--- src/rtl/cart_download_ctrl.sv ---
// Cartridge download controller: packs the hps_io ioctl byte stream into memory words,
// routes them to an image slot, records image size/mirror mask and sequences core reset.
module cart_download_ctrl #(
  parameter int ADDR_W      = 16,
  parameter int DATA_W      = 8,
  parameter int NUM_SLOTS   = 2,
  parameter int HOLD_CYCLES = 255,
  parameter int INDEX_BASE  = 1,
  localparam int SLOT_W     = (NUM_SLOTS > 1) ? $clog2(NUM_SLOTS) : 1
) (
  input  logic              clk_sys,
  input  logic              reset_n,
  input  logic              ioctl_download,
  input  logic [7:0]        ioctl_index,
  input  logic              ioctl_wr,
  input  logic [24:0]       ioctl_addr,
  input  logic [7:0]        ioctl_dout,
  input  logic              ext_reset,
  output logic              mem_we,
  output logic [SLOT_W-1:0] mem_slot,
  output logic [ADDR_W-1:0] mem_addr,
  output logic [DATA_W-1:0] mem_data,
  output logic              core_reset,
  output logic [NUM_SLOTS-1:0] loaded,
  output logic [24:0]       last_size,
  output logic [ADDR_W-1:0] mirror_mask,
  output logic              overflow
);

  localparam int BPW     = DATA_W / 8;
  localparam int LANE_SH = (BPW > 1) ? $clog2(BPW) : 0;
  localparam int CNT_W   = (HOLD_CYCLES > 1) ? $clog2(HOLD_CYCLES + 1) : 1;

  typedef enum logic [1:0] {S_IDLE, S_LOAD, S_FLUSH, S_HOLD} state_t;

  state_t             state, state_next;
  logic [CNT_W-1:0]   cnt, cnt_next;
  logic               armed;
  logic               load_start;
  logic [SLOT_W-1:0]  slot;
  logic               slot_ok;
  logic [DATA_W-1:0]  acc;
  logic               pend_valid;
  logic [ADDR_W-1:0]  pend_word;
  logic               flush_next;
  logic [24:0]        byte_count;

  logic [5:0]         idx6;
  logic [1:0]         index_unused;
  logic               idx_valid;
  logic [SLOT_W-1:0]  idx_slot;
  logic [24:0]        word_full;
  logic [ADDR_W-1:0]  word;
  logic               beyond_cap;
  logic [31:0]        lane;
  logic               last_lane;
  logic [DATA_W-1:0]  byte_shifted;
  logic [DATA_W-1:0]  merged;
  logic [24:0]        addr_plus;

  assign idx6         = ioctl_index[5:0];
  assign index_unused = ioctl_index[7:6];
  assign idx_valid    = (int'(idx6) >= INDEX_BASE) && (int'(idx6) < INDEX_BASE + NUM_SLOTS);
  assign idx_slot     = SLOT_W'(int'(idx6) - INDEX_BASE);
  assign word_full    = ioctl_addr >> LANE_SH;
  assign word         = word_full[ADDR_W-1:0];
  assign beyond_cap   = (word_full >> ADDR_W) != '0;
  assign lane         = 32'(ioctl_addr) % 32'(BPW);
  assign last_lane    = (lane == 32'(BPW - 1));
  assign byte_shifted = DATA_W'(ioctl_dout) << (lane * 8);
  assign merged       = acc | byte_shifted;
  assign addr_plus    = ioctl_addr + 25'd1;

  // A download only starts after ioctl_download has been seen low since reset,
  // so a reset in the middle of a transfer ignores the rest of that transfer.
  assign load_start = ioctl_download & armed;

  // Smallest all-ones mask covering the word count of an image of 'bytes' bytes.
  function automatic logic [ADDR_W-1:0] mask_for(input logic [24:0] bytes);
    logic [25:0] m;
    m = ((26'(bytes) + 26'(BPW - 1)) >> LANE_SH) - 26'd1;
    m = m | (m >> 1);
    m = m | (m >> 2);
    m = m | (m >> 4);
    m = m | (m >> 8);
    m = m | (m >> 16);
    return m[ADDR_W-1:0];
  endfunction

  always_comb begin
    state_next = state;
    cnt_next   = cnt;
    case (state)
      S_IDLE: begin
        if (load_start) begin
          state_next = S_LOAD;
        end else if (ext_reset) begin
          state_next = S_HOLD;
          cnt_next   = CNT_W'(HOLD_CYCLES);
        end
      end
      S_LOAD: begin
        if (!ioctl_download) state_next = S_FLUSH;
      end
      S_FLUSH: begin
        state_next = S_HOLD;
        cnt_next   = CNT_W'(HOLD_CYCLES);
      end
      S_HOLD: begin
        if (load_start) begin
          state_next = S_LOAD;
        end else if (ext_reset) begin
          cnt_next = CNT_W'(HOLD_CYCLES);
        end else if (cnt == '0) begin
          state_next = S_IDLE;
        end else begin
          cnt_next = cnt - 1'b1;
        end
      end
      default: state_next = S_HOLD;
    endcase
  end

  always_ff @(posedge clk_sys or negedge reset_n) begin
    if (!reset_n) begin
      state       <= S_HOLD;
      cnt         <= CNT_W'(HOLD_CYCLES);
      core_reset  <= 1'b1;
      armed       <= 1'b0;
      mem_we      <= 1'b0;
      mem_slot    <= '0;
      mem_addr    <= '0;
      mem_data    <= '0;
      loaded      <= '0;
      last_size   <= '0;
      mirror_mask <= '0;
      overflow    <= 1'b0;
      slot        <= '0;
      slot_ok     <= 1'b0;
      acc         <= '0;
      pend_valid  <= 1'b0;
      pend_word   <= '0;
      flush_next  <= 1'b0;
      byte_count  <= '0;
    end else begin
      state      <= state_next;
      cnt        <= cnt_next;
      core_reset <= (state_next != S_IDLE) | ext_reset;
      armed      <= armed | ~ioctl_download;
      mem_we     <= 1'b0;
      if (state != S_LOAD && state_next == S_LOAD) begin
        slot       <= idx_slot;
        slot_ok    <= idx_valid;
        acc        <= '0;
        pend_valid <= 1'b0;
        flush_next <= 1'b0;
        byte_count <= '0;
        overflow   <= 1'b0;
        if (idx_valid) loaded[idx_slot] <= 1'b0;
      end else begin
        // Pending word goes out when completed behind a word change, or at end of load.
        if (flush_next || (state == S_FLUSH && pend_valid)) begin
          mem_we     <= 1'b1;
          mem_slot   <= slot;
          mem_addr   <= pend_word;
          mem_data   <= acc;
          acc        <= '0;
          pend_valid <= 1'b0;
          flush_next <= 1'b0;
        end
        if (state == S_LOAD && ioctl_wr && slot_ok) begin
          if (beyond_cap) begin
            overflow <= 1'b1;
          end else begin
            if (addr_plus > byte_count) byte_count <= addr_plus;
            if (pend_valid && word != pend_word) begin
              mem_we     <= 1'b1;
              mem_slot   <= slot;
              mem_addr   <= pend_word;
              mem_data   <= acc;
              acc        <= byte_shifted;
              pend_word  <= word;
              pend_valid <= 1'b1;
              flush_next <= last_lane;
            end else if (last_lane) begin
              mem_we     <= 1'b1;
              mem_slot   <= slot;
              mem_addr   <= word;
              mem_data   <= merged;
              acc        <= '0;
              pend_valid <= 1'b0;
            end else begin
              acc        <= merged;
              pend_word  <= word;
              pend_valid <= 1'b1;
            end
          end
        end
        if (state == S_FLUSH && slot_ok) begin
          if (byte_count != '0) begin
            loaded[slot] <= 1'b1;
            last_size    <= byte_count;
            mirror_mask  <= mask_for(byte_count);
          end else begin
            last_size    <= '0;
            mirror_mask  <= '0;
          end
        end
      end
    end
  end

endmodule

--- config.mk ---
export PLATFORM = sky130hd
export DESIGN_NAME = cart_download_ctrl
export DESIGN_NICKNAME = d
export VERILOG_FILES = /design/src/rtl/cart_download_ctrl.sv
export SDC_FILE = /design/constraint.sdc
export NUM_CORES = 1
export LEC_CHECK = 0
export CELL_PAD_IN_SITES_DETAIL_PLACEMENT = 1
export CELL_PAD_IN_SITES_GLOBAL_PLACEMENT = 2
export CORE_UTILIZATION = 33
export CTS_BUF_LIST = sky130_fd_sc_hd__clkbuf_16
export DETAILED_ROUTE_END_ITERATION = 8
export GPL_TIMING_DRIVEN = 0
export PLACE_DENSITY_LB_ADDON = 0.1
export SYNTH_ARGS = -nofsm -noshare
export SYNTH_HDL_FRONTEND = slang
export SYNTH_SLANG_ARGS = --single-unit
export TNS_END_PERCENT = 5
--- constraint.sdc ---
create_clock -name clk_sys -period 4 [get_ports clk_sys]
set_input_delay 0.6 -clock clk_sys [delete_from_list [all_inputs] [get_ports clk_sys]]
set_output_delay 0.6 -clock clk_sys [all_outputs]
set_load 0.01 [all_outputs]
After elaboration in Yosys (flattened, before gate mapping)
Cells that the tools add are included.
W data, S select, Z words.

storage, ports and cells
  register bits = 135
  input bits = 46
  output and inout bits = 71
  word-level logic and storage cells = 144

operators by class
  add/sub/neg operators = 4
  $lt $le $gt $ge = 7
  equal/unequal tests = 12
  muxes and demuxes = 60
  bitwise operators = 15
  reduce and logical (&&, ||, !) cells = 27

operator list
  cell                     number
  $mux W25                 5
  $mux W8                  14
  $mux W16                 5
  $reduce_bool A25 Y1      2
  $or A26 B18 Y26          1
  $or A26 B22 Y26          1
  $or A26 B24 Y26          1
  $or A26 B25 Y26          1
  $sub A25 B1 Y26 const B  1
  $add A25 B1 Y25 const B  1
  $gt A25 B25 Y1           1
  $pmux W8 S3              1
  $mux W1                  22
  $mux W2                  10
  $ne A16 B16 Y1           1
  $or A16 B10 Y16          1
  $reduce_bool A2 Y1       6
  $logic_and A1 B1 Y1      9
  $logic_not A8 Y1         1
  $ne A2 B2 Y1 const B     4
  $or A8 B8 Y8             1
  $pmux W2 S4              1
  $sub A8 B1 Y8 const B    1
  $ge A6 B1 Y1 const B     1
  22 further kinds         33

Depth between registers and ports, before layout
  depth after elaboration = 9
  gate-level depth with buffers = 17
  mapped depth without buffers = 14

Least setup slack after synthesis
No wires, ideal clock.

  kind = input-to-reg
  start point = input port ioctl_addr[6]
  end point = register byte_count[10]
  library setup time = 125 ps
  data arrival time = 4165 ps
  data required time = 3875 ps
  path slack = -290 ps
  stages on the path = 15
  path buffers = 2
  path through = clkbuf_1 -> and4_1 -> and2_1 -> nand4_1 -> nor3_1 -> nand3_1 -> xnor2_1 -> ha_1 -> a2111oi_0 -> o21ai_0 -> a311oi_1 -> nor2_1 -> o211ai_1 -> clkbuf_1 -> mux2_2

between the ends
  word-level cells in the longest chain between the ends = 5
  elaborated cells between the ends (all ways) = 8
  classes of those cells = add/sub: 1; order compare: 1; mux: 4; reduce/logical: 2

RTL lines
  element                                                 line  RTL
  start: declaration                                      16    input logic [24:0] ioctl_addr,
  $add A25 B1 Y25 (*)                                     72    assign addr_plus = ioctl_addr + 25'd1;
  branches (longest 4 deep; another with $gt A25 B25 Y1)  --
  end signal: assignment                                  175   if (addr_plus > byte_count) byte_count <= addr_plus;
  end: declaration                                        46    logic [24:0] byte_count;

Every way passes the cells marked *. The select of a mux whose other input is x is not followed.
A chain may end at the register's enable or synchronous reset.

Worst setup path in the final report
  start point = input port ioctl_addr[16]
  end point = register byte_count[9]

between the ends
  word-level cells in the longest chain between the ends = 4
  elaborated cells between the ends (all ways) = 6
  classes of those cells = add/sub: 1; order compare: 1; eq/ne: 1; reduce/logical: 3

RTL lines
  element                                 line
  $add A25 B1 Y25                         72
  $gt A25 B25 Y1                          175
  $reduce_bool A2 Y1 (no source line)     --
  $reduce_and A3 Y1 (no source line) (*)  --

Every way passes the cells marked *; elsewhere a longest branch is shown, timed or not.

==> flow_metrics.tcl <==
set metrics [dict create \
    outcome "finished, final reports clean" \
    cts_max_path_buffers 2 \
    most-common-layout-cells "nand2_1, dfrtp_1, clkdlybuf4s50_1" \
    timing.final.setup_violations 0 \
    avgViaCountPerCell 5.22 \
    ys_dominant_reg_cell "dfrtp_1" \
    worst_skew_pair.late_latency_ns 0.43 \
    placed_cells 1207 \
    synth_top_family_by_area "simple AND/OR/NAND/NOR gates" \
    die-area_um2 22900 \
    number_of_antenna_violations_at_the_first_check_in_global_routing 1 \
    largest_net_degree_at_the_start_of_global_routing 70 \
    avgSynthCellArea_um2 8.99 \
    timing.critical_path.required_ns 4.30 \
    worstSetupStartpointType "input pin" \
    p_total_w 0.00347 \
    detail_route.iter0.violations 247 \
    tritoncts.num_buffers 17 \
    first_global_vias 6823 \
    place.detailed.hpwl_mm 17.3 \
    synth.lib_cells_used.distinct 61 \
    timing.reg2reg.worst_path_depth 11 \
    cellPowerDensity_nw_per_um2 367 \
    finClkSkew_ns 0.0148 \
    tritoncts_num_sinks 135 \
    clock_power_share_pct 46.4 \
    initial_standard_cell_utilization_of_the_core_pct 33.7 \
    fp.dieH_um 151 \
    synth_edf_count 0 \
    cts_tree "done" \
    design.final.nets 1024 \
    cts_hold_buffers 0 \
    layout.cells.most_common "nand2_1" \
    horizontal_die_dimension_um 151 \
    final_period_minus_worst_setup_slack_ns 3.80 \
    postRouteAntennaNets 0 \
    static-leakage-power_nw 4.16 \
    buffer_ports.inserted 107 \
    pin_count 117 \
    net-switching-power_w 0.000933 \
    synth-seq-cells 135 \
    worstSetupPathType "in -> reg" \
    synth.yosys.warnings 0 \
    worstPathArrival_ns 4.10 \
    place.gp.congestion 0.810 \
    combinationalPowerShare_pct 11.7 \
    proportion_of_power_drawn_by_flip_flops_and_latches_pct 41.9 \
    synth.top_cell.area_share_pct 42.2 \
    syn2layout_area_growth_pct 28.6 \
    syn-instance-count 819 \
    drt-total-wl_mm 22.7 \
    synth_simple_gate_area_share_pct 21.1 \
    p_int_w 0.00254 \
    synth_fa_ha_area_share_pct 5.20 \
    grt_first_pass_wirelength_mm 36.6 \
    number_of_pins_with_negative_max_slew_slack_in_the_final_report 0 \
    tightest_slew_ns 0.971 \
    synth_compound_area_share_pct 14.6 \
    rrSetupSlack_ns 0.60 \
    sequential_cell_area_um2 3390 \
    synth.mux.area_fraction_pct 2.87 \
    multi_input_comb_area_um2 3710 \
    floorplan.core_area_um2 21800 \
    grt_usage_pct 20.9 \
    cts-root-buf "clkbuf_16" \
    synth_area_um2 7360 \
    final_hold_viol_count 0 \
    vias 6483 \
    max_slew_margin_vs_limit_pct 34.6 \
    iteration_count_of_the_initial_detailed_routing_pass 4 \
    layout-drive-gt1-share_pct 9.67 \
    drt_drc_violations_left 0 \
    globalRoute.totalOverflow 0 \
    critical_path.endpoint_type "flop" \
    clock_pin_slew_worst_setup_and_hold_paths_ns 0.06 \
    syn_nets 894 \
    sw_share_pct 26.9 \
    part_of_the_yosys_area_used_for_sequential_elements_pct 46.1 \
    vdd_ir_drop_max_mv 0.220 \
    worstPathMaxFanout 5 \
    crit-reg2reg-launch "byte_count[1]" \
    hold_path_class "in -> async" \
    synth_top_cells_by_area "dfrtp_1, nand2_1, xnor2_1, ha_1, nor2_1" \
    asyncSetResetFlopFracSynth_pct 100 \
    crit-reg2reg-capture "mirror_mask[3]" \
    synth_top_area_cell "dfrtp_1" \
    synth_xor_xnor_area_share_pct 6.19 \
    timing.max_cap.violations 0 \
    final_cells 1242 \
    fillers 2558 \
    peak_clock_frequency_supported_by_timing_mhz 263 \
    fin_crit_sh_pct 95.0 \
    diodes 0 \
    setup_total_negative_slack_ns 0 \
    site_rows 54 \
    post-route-cell-area_um2 9460 \
    htree_levels 4 \
    wl_per_cell_um 18.3 \
    dpl-instance-area_um2 8820 \
]
-- cell type report --
cell class	instances	area share [%]
multi-input cells	609	39.2
flip-flops and latches	135	35.9
repair buffers	112	11.9
clock buffers	17	4.50
well taps	280	3.70
clock inverters	15	1.76
plain buffers	37	1.69
inverters	37	1.47
-- registers in the layout, indices dropped and copies added (netlist names), 8 cells and up --
name         cells
acc              8
byte_count      25
cnt              8
last_size       25
mem_addr        16
mem_data         8
mirror_mask     16
pend_word       16
-- metrics by stage --
stage,utilization [%],hold WS [ns],setup slack [ns]
final,43.4,0.154,0.200
after floorplan,-,0.304,0.0253
after global routing,43.4,0.210,-0.00914
after global placement,40.3,0.455,-3.16
after CTS,43.2,0.190,0.0407
after detailed placement,40.4,0.464,-1.21
-- power by group through the flow --
stage / clock (W) / sequential [W] / combinational [W]
final: 0.00161 / 0.00145 / 0.000405
after global routing: 0.00171 / 0.00146 / 0.000455
after CTS: 0.00166 / 0.00145 / 0.000411
after detailed placement: 0 / 0.00148 / 0.000411
after global placement: 0 / 0.00148 / 0.000395
after floorplan: 0 / 0.00149 / 0.000164
-- synth_stat cells, types with 3 or more instances --
cell      instances
a21oi_1          50
nand4_1          13
clkbuf_1         33
buf_2             3
dfrtp_1         124
o31ai_1           7
nand3_1          27
nor4_1           10
mux2_2           17
o21ai_1           5
a211o_1           3
a31o_2            3
nor2b_1           5
o21ai_0          45
nor2_1           79
or3_1             5
o211ai_1          5
nor3_1           21
a211oi_1          3
xor2_1            8
nand2_1         125
and2_1            4
nand2b_1          6
inv_1            36
o22ai_1          18
a22oi_1           3
nand3b_1          3
and3_1           19
a22o_1            8
xnor2_1          44
a31oi_1           7
ha_1             29
and4_1            3
o21a_1            3
dfstp_2          11
or4_1             5
-- critical path, stage by stage --
cell	delay, ns
clkdlybuf4s50_1	0.55
and3_2	0.25
nand4_1	0.18
nor3_4	0.28
nand3_1	0.12
xnor2_1	0.14
ha_1	0.20
a2111oi_2	0.34
o21ai_1	0.13
a311oi_1	0.26
nor2_1	0.14
o211ai_1	0.32
clkbuf_4	0.25
mux2_2	0.34
-- routing by layer --
layer  wire (µm)  track usage (%)  up-vias
met2       10700             33.3      123
met4         205             5.40        0
met3         881             4.13       19
met5           0                0        -
li1            -                -     3137
met1       10900             28.7     3204
-- how the worst max path moves through the flow --
stage / depth (start not counted) / slack, ns / endpoint / startpoint
after global placement: 1 / -3.16 / mem_addr[14] / reset_n
after global routing: 14 / -0.009 / byte_count[2] / ioctl_addr[16]
final: 14 / 0.20 / byte_count[9] / ioctl_addr[16]
after CTS: 14 / 0.04 / byte_count[15] / ioctl_addr[1]
after floorplan: 17 / 0.03 / byte_count[10] / ioctl_addr[2]
after detailed placement: 17 / -1.21 / byte_count[15] / ioctl_addr[3]
-- logic make-up (layout without fill, tap and decap cells) --
family / count (synthesis) / in the layout
and+or+nand+nor: 333 / 333
AOI/OAI and AO/OA: 174 / 174
xor gates and xnor gates: 52 / 52
muxes: 19 / 19
buffers and inverters: 75 / 218
DFF: 135 / 135
adders and majority gates: 31 / 31
-- what timing repair did --
action | CTS | global route
pin swaps | 2 | 3
resized for setup | 11 | 10
gates cloned | 0 | 1
setup endpoints to repair | 25 | 25
buffers inserted | 1 | 2
Power figures use the tool's default switching activity.
